[src/rtl/veda_mem_if.sv]
// Operation/result bus of the scratch memory controller: request handshake,
// clear request and result channel grouped for master (command side) and slave (memory side).
interface veda_mem_if #(
    parameter int DATA_W = 32,
    parameter int ADDR_W = 5
);
    logic              clr;
    logic              in_valid;
    logic              in_ready;
    logic              mode;
    logic              we;
    logic [ADDR_W-1:0] addr_a;
    logic [ADDR_W-1:0] addr_b;
    logic [DATA_W-1:0] data_in;
    logic              out_valid;
    logic [DATA_W-1:0] data_out;
    logic              collide;
    logic              busy;

    modport master (
        output clr, in_valid, mode, we, addr_a, addr_b, data_in,
        input  in_ready, out_valid, data_out, collide, busy
    );

    modport slave (
        input  clr, in_valid, mode, we, addr_a, addr_b, data_in,
        output in_ready, out_valid, data_out, collide, busy
    );
endinterface

[src/rtl/veda_mem_ctrl.sv]
// Scratch memory with sequenced clear engine, RD_LAT-stage result pipeline and
// a parameterised policy for same-address write/read collisions.
module veda_mem_ctrl #(
    parameter int DATA_W       = 32,
    parameter int ADDR_W       = 5,
    parameter int RD_LAT       = 1,
    parameter int COLLIDE_MODE = 0
) (
    input  logic     clk,
    input  logic     rst_n,
    veda_mem_if.slave bus
);
    localparam int DEPTH = 1 << ADDR_W;

    typedef enum logic [0:0] {
        ST_CLEAR = 1'b0,
        ST_RUN   = 1'b1
    } state_t;

    state_t            state_r;
    state_t            state_nx_s;
    logic [ADDR_W-1:0] clr_cnt_r;
    logic [DATA_W-1:0] mem_r [DEPTH];

    logic              in_ready_s;
    logic              busy_s;
    logic              accept_s;
    logic [DATA_W-1:0] rd_word_s;
    logic              res_valid_s;
    logic              res_col_s;
    logic [DATA_W-1:0] res_data_s;
    logic              op_wr_s;
    logic              wr_en_s;
    logic [ADDR_W-1:0] wr_addr_s;
    logic [DATA_W-1:0] wr_data_s;

    logic [RD_LAT-1:0] pv_r;
    logic [RD_LAT-1:0] pc_r;
    logic [DATA_W-1:0] pd_r [RD_LAT];

    // State register
    always_ff @(posedge clk) begin
        if (!rst_n) begin
            state_r <= ST_CLEAR;
        end else begin
            state_r <= state_nx_s;
        end
    end

    // Next-state logic: clear runs to the last word, clr request restarts it
    always_comb begin
        state_nx_s = state_r;
        case (state_r)
            ST_CLEAR: begin
                if (clr_cnt_r == {ADDR_W{1'b1}}) begin
                    state_nx_s = ST_RUN;
                end else begin
                    state_nx_s = ST_CLEAR;
                end
            end
            ST_RUN: begin
                if (bus.clr) begin
                    state_nx_s = ST_CLEAR;
                end else begin
                    state_nx_s = ST_RUN;
                end
            end
            default: state_nx_s = ST_CLEAR;
        endcase
    end

    // State-decoded outputs
    always_comb begin
        in_ready_s = 1'b0;
        busy_s     = 1'b0;
        case (state_r)
            ST_CLEAR: busy_s     = 1'b1;
            ST_RUN:   in_ready_s = !bus.clr;
            default:  busy_s     = 1'b1;
        endcase
    end

    // Clear address counter, held at zero outside CLEAR so every clear starts at word 0
    always_ff @(posedge clk) begin
        if (!rst_n) begin
            clr_cnt_r <= {ADDR_W{1'b0}};
        end else if (state_r == ST_CLEAR) begin
            clr_cnt_r <= clr_cnt_r + 1'b1;
        end else begin
            clr_cnt_r <= {ADDR_W{1'b0}};
        end
    end

    assign accept_s  = bus.in_valid && in_ready_s;
    assign rd_word_s = mem_r[bus.addr_b];

    // Operation decode; reads always see the pre-write word of this cycle
    always_comb begin
        res_valid_s = 1'b0;
        res_col_s   = 1'b0;
        res_data_s  = rd_word_s;
        op_wr_s     = 1'b0;
        if (accept_s) begin
            case ({bus.mode, bus.we})
                2'b01: begin
                    op_wr_s     = 1'b1;
                    res_valid_s = 1'b1;
                    res_data_s  = bus.data_in;
                end
                2'b10: begin
                    res_valid_s = 1'b1;
                end
                2'b11: begin
                    if (bus.addr_a == bus.addr_b) begin
                        res_col_s = 1'b1;
                        if (COLLIDE_MODE == 32'sd0) begin
                            op_wr_s     = 1'b1;
                            res_valid_s = 1'b1;
                        end else if (COLLIDE_MODE == 32'sd1) begin
                            op_wr_s     = 1'b1;
                            res_valid_s = 1'b1;
                            res_data_s  = bus.data_in;
                        end else begin
                            op_wr_s     = 1'b0;
                            res_valid_s = 1'b0;
                        end
                    end else begin
                        op_wr_s     = 1'b1;
                        res_valid_s = 1'b1;
                    end
                end
                default: begin
                    res_valid_s = 1'b0;
                end
            endcase
        end else begin
            res_valid_s = 1'b0;
        end
    end

    // Single write port shared by the clear engine and accepted operations
    always_comb begin
        wr_en_s   = 1'b0;
        wr_addr_s = bus.addr_a;
        wr_data_s = bus.data_in;
        if (state_r == ST_CLEAR) begin
            wr_en_s   = 1'b1;
            wr_addr_s = clr_cnt_r;
            wr_data_s = {DATA_W{1'b0}};
        end else begin
            wr_en_s = op_wr_s;
        end
    end

    // Memory array; reset deliberately leaves contents alone
    always_ff @(posedge clk) begin
        if (rst_n && wr_en_s) begin
            mem_r[wr_addr_s] <= wr_data_s;
        end
    end

    // Result pipeline; data registers only move with a valid result so data_out holds
    always_ff @(posedge clk) begin
        if (!rst_n) begin
            pv_r <= {RD_LAT{1'b0}};
            pc_r <= {RD_LAT{1'b0}};
            for (int i = 0; i < RD_LAT; i++) begin
                pd_r[i] <= {DATA_W{1'b0}};
            end
        end else begin
            pv_r[0] <= res_valid_s;
            pc_r[0] <= res_col_s;
            if (res_valid_s) begin
                pd_r[0] <= res_data_s;
            end
            for (int i = 1; i < RD_LAT; i++) begin
                pv_r[i] <= pv_r[i-1];
                pc_r[i] <= pc_r[i-1];
                if (pv_r[i-1]) begin
                    pd_r[i] <= pd_r[i-1];
                end
            end
        end
    end

    assign bus.in_ready  = in_ready_s;
    assign bus.busy      = busy_s;
    assign bus.out_valid = pv_r[RD_LAT-1];
    assign bus.collide   = pc_r[RD_LAT-1];
    assign bus.data_out  = pd_r[RD_LAT-1];
endmodule

[src/flat_wrapper.sv]
// flat-port wrapper written by rule: the top's interface ports become plain ports
module veda_mem_ctrl_flat 
#(
    parameter int DATA_W       = 32,
    parameter int ADDR_W       = 5,
    parameter int RD_LAT       = 1,
    parameter int COLLIDE_MODE = 0
)
  (clk, rst_n, bus_clr, bus_in_valid, bus_mode, bus_we, bus_addr_a, bus_addr_b, bus_data_in, bus_in_ready, bus_out_valid, bus_data_out, bus_collide, bus_busy);
  veda_mem_if #(.DATA_W(DATA_W), .ADDR_W(ADDR_W)) bus_i ();
  input  logic clk;
  input  logic rst_n;
  input wire logic [$bits(bus_i.clr)-1:0] bus_clr;
  input wire logic [$bits(bus_i.in_valid)-1:0] bus_in_valid;
  input wire logic [$bits(bus_i.mode)-1:0] bus_mode;
  input wire logic [$bits(bus_i.we)-1:0] bus_we;
  input wire logic [$bits(bus_i.addr_a)-1:0] bus_addr_a;
  input wire logic [$bits(bus_i.addr_b)-1:0] bus_addr_b;
  input wire logic [$bits(bus_i.data_in)-1:0] bus_data_in;
  output wire logic [$bits(bus_i.in_ready)-1:0] bus_in_ready;
  output wire logic [$bits(bus_i.out_valid)-1:0] bus_out_valid;
  output wire logic [$bits(bus_i.data_out)-1:0] bus_data_out;
  output wire logic [$bits(bus_i.collide)-1:0] bus_collide;
  output wire logic [$bits(bus_i.busy)-1:0] bus_busy;
  assign bus_i.clr = bus_clr;
  assign bus_i.in_valid = bus_in_valid;
  assign bus_i.mode = bus_mode;
  assign bus_i.we = bus_we;
  assign bus_i.addr_a = bus_addr_a;
  assign bus_i.addr_b = bus_addr_b;
  assign bus_i.data_in = bus_data_in;
  assign bus_in_ready = bus_i.in_ready;
  assign bus_out_valid = bus_i.out_valid;
  assign bus_data_out = bus_i.data_out;
  assign bus_collide = bus_i.collide;
  assign bus_busy = bus_i.busy;
  veda_mem_ctrl #(.DATA_W(DATA_W), .ADDR_W(ADDR_W), .RD_LAT(RD_LAT), .COLLIDE_MODE(COLLIDE_MODE)) u_core (.clk(clk), .rst_n(rst_n), .bus(bus_i));
endmodule
[config.mk]
export PLATFORM = sky130hd
export DESIGN_NAME = veda_mem_ctrl_flat
export DESIGN_NICKNAME = d
export VERILOG_FILES = /design/src/rtl/veda_mem_if.sv /design/src/rtl/veda_mem_ctrl.sv /design/src/flat_wrapper.sv
export SDC_FILE = /design/constraint.sdc
export NUM_CORES = 1
export LEC_CHECK = 0
export ABC_AREA = 0
export BUFFER_PORTS_ARGS = -buffer_cell sky130_fd_sc_hd__buf_2
export CAP_MARGIN = 20
export CORE_ASPECT_RATIO = 0.9
export CORE_MARGIN = 1
export CORE_UTILIZATION = 50
export DETAILED_ROUTE_END_ITERATION = 8
export PLACE_DENSITY = 0.77
export SLEW_MARGIN = 20
export SYNTH_ARGS = -nofsm -noshare
export SYNTH_HDL_FRONTEND = slang
export SYNTH_SLANG_ARGS = --single-unit
[constraint.sdc]
create_clock -name clk -period 3.54 [get_ports clk]
set_clock_uncertainty 0.15 [all_clocks]
set_input_delay 0.177 -clock clk [delete_from_list [all_inputs] [get_ports clk]]
set_output_delay 0.177 -clock clk [all_outputs]
set_load 0.01 [all_outputs]
### Word-level counts from Yosys, hierarchy flattened

Memory sizes are Yosys's and may differ from the RTL's.
Cells that the tools add are included.

* bits in registers: 8
* memory bits (writable): 1056
* input bits: 48
* output and inout bits: 36
* word-level logic and storage cells: 45
* memories: 2

* add/sub/neg operators: 1
* eq/ne operators: 5
* mux-type cells: 23
* bitwise operators: 2
* reduce and logical (&&, ||, !) cells: 8

Memory list
* u_core.mem_r: words 32, width 32, rd ports 1, clocked after Yosys merged registers in 0, write ports 1, line veda_mem_ctrl.sv:23 `logic [DATA_W-1:0] mem_r [DEPTH];`
* u_core.pd_r: words 1, width 32, rd ports 1, clocked after Yosys merged registers in 0, write ports 1, line veda_mem_ctrl.sv:39 `logic [DATA_W-1:0] pd_r [RD_LAT];`

Operators by type and width (count)
* $mux W32: 4
* $reduce_or A32 Y1: 1
* $mux W1: 17
* $add A5 B1 Y5 const B: 1
* $eq A5 B5 Y1: 1
* $eq A5 B5 Y1 const B: 1
* $mux W5: 1
* $eq A2 B2 Y1 const B: 2
* $reduce_or A2 Y1: 2
* $reduce_and A3 Y1: 1
* $reduce_or A3 Y1: 1
* $eq A2 B1 Y1 const B: 1
* $logic_and A1 B1 Y1: 2
* $not A1 Y1: 2
* $pmux W1 S2: 1
* $logic_not A1 Y1: 1

### Depth between registers and ports, before layout

* depth in word-level cells: 9
* depth in mapped cells: 8
* depth with buffers taken out: 5

### Least setup slack after synthesis

No wires, ideal clock.

* path type: register -> register
* start: register u_core.state_r
* end: memory u_core.mem_r[25][0] (enable)
* setup time: 421 ps
* arrival time: 2580 ps
* required time: 2969 ps
* setup slack: 389 ps
* cell stages (with the launch flop): 6
* path buffers: 1
* clock period less this slack: 3151 ps
* cell sequence: dfxtp_1 buf_4 clkinv_1 o32ai_1 nand2_1 nor2_1

* cells in the longest elaborated chain, start to end: 7
* elaborated cells on any way between the ends: 8
* classes of those cells: mux: 6; reduce/logical: 2

RTL lines
* start, declared: line veda_mem_ctrl.sv:20 `state_t state_r;`
* start signal, assigned: line veda_mem_ctrl.sv:46 `state_r <= state_nx_s;`
* $mux W1: line veda_mem_ctrl.sv:76 `case (state_r)`
* $logic_and A1 B1 Y1: line veda_mem_ctrl.sv:94 `assign accept_s = bus.in_valid && in_ready_s;`
* $mux W1: line veda_mem_ctrl.sv:103 `if (accept_s) begin`
* $mux W1: line veda_mem_ctrl.sv:146 `if (state_r == ST_CLEAR) begin`
* $logic_and A1 B1 Y1: line veda_mem_ctrl.sv:157 `if (rst_n && wr_en_s) begin`
* $mux W1: line veda_mem_ctrl.sv:157
* $mux W1 (not written as such): line veda_mem_ctrl.sv:158 `mem_r[wr_addr_s] <= wr_data_s;`
* end, declared: line veda_mem_ctrl.sv:23

Parallel ways exist; a longest one is shown, timed or not.

### Worst setup path in the final report

* start: register u_core.state_r
* end: memory u_core.mem_r[27][11] (enable)

Same word-level chain as after synthesis.

==> results.py <==
metrics = {
    "status": {
        "outcome": "complete, no violations",
    },
    "clock_network": {
        "cts_inserted_buffers": 95,
        "holdBufCountCts": 33,
        "clk_path_buf_depth": 3,
        "cts_resized": 0,
        "insertion_delay_ns": 0.65,
        "clkSlewWorstSetupHoldPaths_ns": 0.07,
        "cts_setup_buffers": 0,
        "cts_tree": "built",
        "htree_levels": 3,
        "clock_sinks": 1064,
        "root_buffer": "clkbuf_16",
    },
    "critical_path": {
        "cp_num_cells": 6,
        "crit_path_end_kind": "flop",
        "setup.worst_path.class": "flop to flop",
        "crit_chain": "buf_4, nand3_1, o21ai_0, nand2_1, nor2_4, buf_4",
        "cp_num_buf_inv": 2,
        "ff2ff_setup_slack_ns": 0.47,
        "critPathMostFrequentCell": "buf_4",
        "critPathSlowestCell": "buf_4",
        "rr_startpoint": "u_core.state_r",
        "crit_arrival_ns": 3.19,
        "crit_path_start_kind": "flop",
        "required_ns": 3.66,
        "reg2reg_depth": 6,
        "cp_max_fo": 42,
        "cpLargestDelayFamily": "buffers and inverters",
        "critical_path.max_stage_delay_ns": 0.61,
        "r2r_end": "u_core.mem_r[27][11]",
    },
    "logic_synthesis": {
        "seq_area_frac_synth_pct": 77.4,
        "synth-compound-area-share_pct": 4.81,
        "ys.flop_type": "edfxtp_1",
        "synth_xor_area_share_pct": 0.149,
        "syn_avg_cell_area_sq_um": 21.0,
        "async_flop_share_pct": 0,
        "synthMuxAreaShare_pct": 13.8,
        "synth_edf_count": 1056,
        "syn_area_sq_mm": 0.0412,
        "synth_fp_nets": 2012,
        "ys_warn_count": 0,
        "synth_top_family_by_area": "multiplexers",
        "yosys.cell_types.count": 48,
        "synthSimpleGateAreaFrac_pct": 2.10,
        "ys_ff_latch": 1064,
        "synthCells": 1962,
        "synthAdderAreaFrac_pct": 0.0608,
    },
    "layout": {
        "fin_area_sq_mm": 0.0470,
        "multi_input_area_sq_mm": 0.00888,
        "regArea_sq_mm": 0.0319,
        "final_cell_mix": "edfxtp_1 (1056), mux4_2 (191), mux2i_1 (98), clkbuf_16 (98), a211oi_1 (94)",
        "final_common_cell": "edfxtp_1",
        "syn_to_final_growth_pct": 14.2,
        "final_cells": 3294,
        "layout-drive-gt1-share_pct": 26.6,
        "fillCellCount": 5620,
        "fin_nets": 2208,
    },
    "timing": {
        "setup_viol": 0,
        "setup_ws_ns": 0.473,
        "layout_worst_path_cycle_share_pct": 86.6,
        "hold_viol_final": 0,
        "relSlewSlack_pct": 21.7,
        "maxSlewViolCount": 0,
        "worst_pin_slew_ns": 1.17,
        "max_freq_mhz": 326,
        "rsz0062_at_grt": "no",
        "min_period_ns": 3.07,
        "final.setup.tns_ns": 0,
    },
    "die": {
        "core-area_sq_mm": 0.0813,
        "dieHeight_um": 274,
        "dieArea_sq_mm": 0.0835,
        "rows": 99,
        "initial_core_util_pct": 50.7,
        "die_w_um": 304,
        "ios": 84,
    },
    "detailed_routing": {
        "route.final.wire_length_um": 100000,
        "drtIter0Drc": 3400,
        "vias_per_cell": 6.57,
        "vias": 21600,
        "wl_per_cell_um": 30.4,
        "drc": 0,
        "ant_nets": 0,
        "firstDrtPassIters": 6,
    },
    "power": {
        "switchingPower_mw": 5.00,
        "p_int_mw": 19.8,
        "pwr-share-seq_pct": 55.5,
        "p_per_area_mw_per_mm2": 528,
        "power.share.clock_pct": 40.6,
        "ir_drop_mv": 0.407,
        "swShare_pct": 20.2,
        "p_comb_share_pct": 3.9,
        "leakage_nw": 14.2,
    },
    "worst_hold_path": {
        "hp-class": "input port to flop",
        "min_to": "u_core.pd_r[0][2]",
        "hp-start": "bus_data_in[2]",
        "hold_path_depth": 3,
    },
    "job": {
        "cap_violations": 0,
    },
    "grt": {
        "grt_pass1_vias": 21800,
        "grt_max_degree": 73,
        "antenna_found_initial": 1,
        "grt_pass1_wl_um": 144000,
        "overflow": 0,
        "grt_usage_pct": 24.0,
    },
    "place": {
        "port_buffers": 83,
        "dp_slack_ns": 0.596,
        "hpwl_um": 56200,
        "place_congestion": 0.860,
        "dp_cells": 3088,
        "dpl-instance-area_sq_mm": 0.0436,
    },
}
synth_stat cells (32+ instances only):
| cell | number | area (sq um) |
|---|---|---|
| nor2b_1 | 33 | 206 |
| nand2_1 | 47 | 176 |
| mux2_2 | 32 | 360 |
| buf_2 | 43 | 215 |
| and2_1 | 34 | 213 |
| o21ai_0 | 66 | 330 |
| mux2i_1 | 98 | 981 |
| a22o_1 | 32 | 280 |
| mux4_2 | 191 | 4300 |
| a211oi_1 | 94 | 706 |
| edfxtp_1 | 1056 | 31700 |
| o221ai_1 | 32 | 280 |
| clkbuf_1 | 46 | 173 |
| nor2_1 | 42 | 158 |
final cells by class:
class,count,area share (%)
Multi-Input combinational cell,775,18.9
Clock buffer,122,5.52
Timing Repair Buffer,217,3.98
Clock inverter,50,0.929
Inverter,5,0.0399
Antenna cell,1,0.00532
Tap cell,1060,2.82
Sequential cell,1064,67.8
worst register-to-register path: cells and delay by family, from the launching register on:
kind / cells / cell delay [ns]
buffers and inverters: 2 / 1.13
and+or+nand+nor: 3 / 0.86
DFF: 1 / 0.39
AOI/OAI and AO/OA: 1 / 0.12
how the worst max path moves through the flow:
stage	startpoint	to	slack, ns
2_1_floorplan	u_core.state_r	u_core.mem_r[25][0]	0.39
6_report	u_core.state_r	u_core.mem_r[27][11]	0.47
5_1_grt	u_core.state_r	u_core.mem_r[27][15]	0.41
3_3_place_gp	bus_addr_b[0]	u_core.pd_r[0][3]	0.61
3_5_place_dp	u_core.state_r	u_core.mem_r[12][29]	0.60
4_1_cts	u_core.state_r	u_core.mem_r[27][5]	0.56
flip-flops by register name (all words and copies together), names as in the netlist:
| name | count |
|---|---|
| u_core.bus.out_valid | 1 |
| u_core.clr_cnt_r | 5 |
| u_core.bus.collide | 1 |
| u_core.state_r | 1 |
| u_core.pd_r | 32 |
| u_core.mem_r | 1024 |
layer usage:
layer,vias to the layer above,GRT usage (%),wire length (um)
met5,-,0,0
met4,0,8.27,3320
met3,233,5.57,12500
met2,1580,36.7,45600
met1,11200,34.4,38800
li1,8617,-,-
power by group through the flow:
stage / combinational (mW) / sequential [mW] / clock [mW]
floorplan: 0.577 / 14.0 / 0
global placement: 0.922 / 14.0 / 0
detailed placement: 0.938 / 14.0 / 0
CTS: 0.972 / 13.8 / 10.1
global route: 1.02 / 13.8 / 10.6
finish: 0.977 / 13.8 / 10.1
through the flow:
step                      total power [mW]  utilization, %  hold slack, ns
final                                 24.8            57.8          0.0352
after global routing                  25.4            57.8          0.0316
after CTS                             24.9            57.8         0.00829
after detailed placement              15.0            53.7           0.330
after global placement                14.9            53.7           0.326
after floorplan                       14.6               -           0.163
cell families after synthesis:
logic type	count (synthesis)
flip-flops	1064
multiplexers	322
AO/OA/AOI/OAI	270
AND/OR/NAND/NOR	174
buffers and inverters	123
XOR/XNOR	7
adder cells (fa/ha/maj)	2
(Power assumes the default switching activity.)
